**src/rtl/toggle_event_gen.sv**
```systemverilog
// Per-bit rise/fall toggle detector with sticky coverage map and a first-hit event port.
// Pulses lag the sample by one cycle; an offered event holds until evt_ready, one event per two cycles.
module toggle_event_gen #(
  parameter int WIDTH       = 8,
  parameter int COVER_BASE  = 0,
  parameter int COVER_TOTAL = 8940
) (
  input  logic                           clock,
  input  logic                           reset,
  input  logic                           en,
  input  logic [WIDTH-1:0]               sig,
  output logic [WIDTH-1:0]               rise_valid,
  output logic [WIDTH-1:0]               fall_valid,
  output logic [2*WIDTH-1:0]             covered,
  output logic [$clog2(2*WIDTH+1)-1:0]   covered_cnt,
  output logic                           all_covered,
  output logic                           evt_valid,
  input  logic                           evt_ready,
  output logic [63:0]                    evt_index
);

  localparam int NPT = 2 * WIDTH;
  localparam int CW  = $clog2(NPT + 1);
  localparam int IW  = (NPT > 1) ? $clog2(NPT) : 1;
  localparam logic [63:0] BASE64 = 64'(COVER_BASE);

  if (COVER_BASE + 2 * WIDTH > COVER_TOTAL) begin : g_cfg_err
    $error("toggle_event_gen: cover range exceeds COVER_TOTAL");
  end

  typedef enum logic {IDLE, OFFER} state_t;

  state_t          state, state_nxt;
  logic [WIDTH-1:0] prev;
  logic            primed;
  logic [NPT-1:0]  hits;
  logic [NPT-1:0]  pending;
  logic [NPT-1:0]  clr_mask;
  logic [IW-1:0]   sel;
  logic [IW-1:0]   low_idx;
  logic [CW-1:0]   cnt_nxt;
  logic            latch;
  logic            accept;

  // Interleave pulses into cover-point order: rise at 2i, fall at 2i+1.
  always_comb begin
    hits = '0;
    for (int i = 0; i < WIDTH; i++) begin
      hits[2*i]   = rise_valid[i];
      hits[2*i+1] = fall_valid[i];
    end
  end

  always_comb begin
    low_idx = '0;
    for (int i = NPT - 1; i >= 0; i--) begin
      if (pending[i]) low_idx = IW'(i);
    end
  end

  always_comb begin
    cnt_nxt = '0;
    for (int i = 0; i < NPT; i++) begin
      cnt_nxt = cnt_nxt + CW'(covered[i]);
    end
  end

  always_comb begin
    state_nxt = state;
    evt_valid = 1'b0;
    latch     = 1'b0;
    accept    = 1'b0;
    case (state)
      IDLE: begin
        if (|pending) begin
          state_nxt = OFFER;
          latch     = 1'b1;
        end
      end
      OFFER: begin
        evt_valid = 1'b1;
        if (evt_ready) begin
          state_nxt = IDLE;
          accept    = 1'b1;
        end
      end
      default: state_nxt = IDLE;
    endcase
  end

  always_comb begin
    clr_mask = '0;
    if (accept) clr_mask[sel] = 1'b1;
  end

  always_ff @(posedge clock) begin
    if (reset) begin
      state       <= IDLE;
      prev        <= '0;
      primed      <= 1'b0;
      rise_valid  <= '0;
      fall_valid  <= '0;
      covered     <= '0;
      covered_cnt <= '0;
      all_covered <= 1'b0;
      pending     <= '0;
      sel         <= '0;
      evt_index   <= '0;
    end else begin
      state <= state_nxt;
      if (en) begin
        prev   <= sig;
        primed <= 1'b1;
      end
      rise_valid  <= (en && primed) ? (~prev & sig) : '0;
      fall_valid  <= (en && primed) ? (prev & ~sig) : '0;
      covered     <= covered | hits;
      covered_cnt <= cnt_nxt;
      all_covered <= (cnt_nxt == CW'(NPT));
      // The offered bit is already covered, so it cannot be re-set in the cycle it clears.
      pending     <= (pending & ~clr_mask) | (hits & ~covered);
      if (latch) begin
        sel       <= low_idx;
        evt_index <= BASE64 + 64'(low_idx);
      end
    end
  end

endmodule

```
**config.mk**
```make
export PLATFORM = sky130hd
export DESIGN_NAME = toggle_event_gen
export DESIGN_NICKNAME = d
export VERILOG_FILES = /design/src/rtl/toggle_event_gen.sv
export SDC_FILE = /design/constraint.sdc
export NUM_CORES = 1
export LEC_CHECK = 0
export CORE_MARGIN = 1.5
export CORE_UTILIZATION = 25
export DETAILED_ROUTE_END_ITERATION = 6
export PLACE_DENSITY = 0.53
export SLEW_MARGIN = 0
export SYNTH_ARGS = -nofsm -noshare
export SYNTH_HDL_FRONTEND = slang
export SYNTH_SLANG_ARGS = --single-unit
```
**constraint.sdc**
```tcl
create_clock -name clock -period 5.5 [get_ports clock]
set_input_delay 1.375 -clock clock [delete_from_list [all_inputs] [get_ports clock]]
set_output_delay 1.375 -clock clock [all_outputs]
set_load 0.1 [all_outputs]
```
==> key figures <==
Power
  • Part of the power in registers: 37.2%
  • Internal power: 903 µW
  • Power Dens Cells: 351 nW/µm²
  • Switching Fraction: 36.0%
  • Leakage: 1.58 nW
  • Max IR drop VDD: 0.169 mV
  • Pwr Total: 1.41 mW
  • Comb power frac: 23.2%
  • Psw: 507 µW
  • Clock network power share: 39.6%

Global routing
  • Largest net degree at the start of global routing: 55
  • Grt ovf: 0
  • Number of global-route vias before repair: 2288
  • Initial antenna violation count: 0
  • First-pass GRT wire length: 11.2 mm
  • GRT Total Usage: 10.8%

Detailed routing
  • DRC viols: 0
  • Vias per cell: 4.01
  • Antenna-violating nets left: 0
  • Vias: 2346
  • Average routed wire per standard cell: 11.6 µm
  • Number of detailed-route iterations in the first pass: 4
  • Aggregate routed wire length: 6.80 mm
  • Iteration-0 DRC Markers: 105

CTS
  • CTS Buffer Depth: 2
  • # clock sinks: 68
  • Setup repair bufs after CTS: 0
  • Post-CTS Hold Buffers: 0
  • Clock Latency Late Sink: 330 ps
  • H-tree depth: 3
  • Clock Tree Root: clkbuf_16
  • CTS buffer count: 9
  • Clk slew on worst S/H paths: 50 ps
  • CTS tree: yes
  • PostCTS Resize Cnt: 0

Die
  • Die Ht: 117 µm
  • Core Box Area: 12600 µm²
  • Initial Utilization: 25.6%
  • Die area: 13600 µm²
  • Io pins: 115
  • Die X: 117 µm
  • Row Count: 41

Flow run
  • MaxCap Viol Count: 0

Critical path
  • CP max FO: 4
  • Setup crit start kind: register
  • WS Path Type: reg -> reg
  • CP arrival: 3760 ps
  • CP endpoint kind: register
  • Critical Path RT: 5720 ps

Yosys
  • Synth top area cells: dfxtp_1, buf_4, fa_1
  • Post-synth EDFFs: 0
  • Post-synth top area share: 42.1%
  • Post-synthesis average cell area: 9.19 µm²
  • Async set or reset register ratio after synthesis: 0%
  • Sequential fraction of the synthesis area: 42.1%
  • Synth Cell Area: 3240 µm²
  • #FFs+latches synth: 68
  • Yosys warnings: 0
  • Post-Synthesis Cells: 352
  • Cell taking the most area after synthesis: dfxtp_1
  • Count of different cell masters after synthesis: 35
  • Most used flip-flop cell after synthesis: dfxtp_1
  • Synth cell count leaders: dfxtp_1, buf_4, nor2_1
  • Most frequent cell after synthesis: dfxtp_1

Cells and area
  • Antenna cell count: 0
  • Fin cells: 585
  • Cell area after layout: 4010 µm²
  • P&R area growth vs syn: 24.1%
  • Final nets: 435
  • Layout cell share with drive strength beyond 1: 5.81%

Placed design
  • Dpl cells: 569
  • RePlAce Congestion: 0.764
  • Post-DP HPWL: 5.11 mm
  • Port Buffers: 54
  • Dpl cell area: 3720 µm²

STA
  • Pins Over Slew Limit: 0
  • Final hold slack: 437 ps
  • Clock Skew: 4.65 ps
  • Setup Viol. Count Final: 0
  • RSZ-0062 raised after global routing: no
  • Worst slew pin tran: 991 ps
  • Hold Fails Final Rpt: 0
  • Headroom to the max-slew limit: 33.7%
  • Setup TNS: 0 ps
  • Min Tclk post-route: 3540 ps
  • Max Clock Freq: 283 MHz
  • Final worst path period share: 64.3%

Outcome
  • Outcome: completed

Worst hold path
  • Worst min path class: reg -> reg
==> power groups by stage <==
stage / clock network, mW / registers (mW) / logic [mW]
2_1_floorplan: 0 / 0.591 / 0.264
3_3_place_gp: 0 / 0.535 / 0.326
3_5_place_dp: 0 / 0.535 / 0.327
4_1_cts: 0.569 / 0.525 / 0.328
5_1_grt: 0.593 / 0.528 / 0.343
6_report: 0.558 / 0.525 / 0.327
==> registers in the layout (all words and copies together) (netlist names) <==
name and flops:
covered_cnt 5, rise_valid 8, all_covered 1, state 1
primed 1, covered 16, pending 16, prev 8
fall_valid 8, sel 4
==> cell usage in the layout, fill, tap and decap left out, drive strengths merged, types with 3 or more instances in the layout <==
master,netlist,final
dfxtp,68,68
conb,1,60
clkdlybuf4s50,0,53
nor2,52,52
a21oi,26,26
inv,21,21
nand2b,17,17
nor3b,17,17
o21ai,15,15
fa,10,10
clkbuf,6,9
mux2i,8,8
nand2,7,7
clkinv,0,6
o31ai,5,5
ha,5,5
nor4,5,5
nor3,4,4
or3,3,3
nor2b,3,3
==> critical path: stages (launching register included) <==
cell and delay (ps):
dfxtp_1 350, fa_1 540, inv_1 50, fa_1 520, fa_1 430, fa_1 490, inv_1 40, ha_1 200
fa_1 400, xor2_1 190, nor3_1 60, and3_1 170
==> worst paths after layout <==
path	end	cells after the start	from	slack, ps
max	all_covered	11	covered[0]	1960
min	rise_valid[1]	1	prev[1]	440
max reg2reg	all_covered	11	covered[0]	1960
min reg2reg	rise_valid[1]	1	prev[1]	440
==> routing by layer <==
layer / vias up / track usage, % / wire length [µm]
met3: 9 / 3.01 / 446
met1: 1080 / 13.4 / 3130
met4: 0 / 4.82 / 93
met2: 102 / 17.4 / 3130
li1: 1155 / - / -
met5: - / 0 / 0
==> cells by family (layout without fill, tap and decap cells) <==
group / after synthesis / in the layout / share of synthesized area, %
AOI/OAI and AO/OA: 52 / 52 / 9.09
xor gates and xnor gates: 2 / 2 / 0.541
adders and majority gates: 15 / 15 / 8.12
buffers and inverters: 90 / 92 / 17.7
DFF: 68 / 68 / 42.1
muxes: 8 / 8 / 2.47
other: 1 / 60 / 0.116
and+or+nand+nor: 116 / 116 / 19.9
==> layout make-up <==
type | instances | area, µm²
multi-input combinational | 253 | 1520
timing repair buffer | 55 | 543
fill | 1301 | 8610
inverter | 21 | 78.8
clock inverter | 7 | 67.6
tap | 172 | 215
sequential | 68 | 1360
clock buffer | 9 | 225
==> per-stage QoR <==
step | setup slack (ps) | utilization, %
6_report | 1960 | 31.8
5_1_grt | 1800 | 31.8
4_1_cts | 1950 | 31.8
3_5_place_dp | 1960 | 29.5
3_3_place_gp | 2000 | 29.5
2_1_floorplan | 1400 | -
Power figures use the tool's default switching activity.
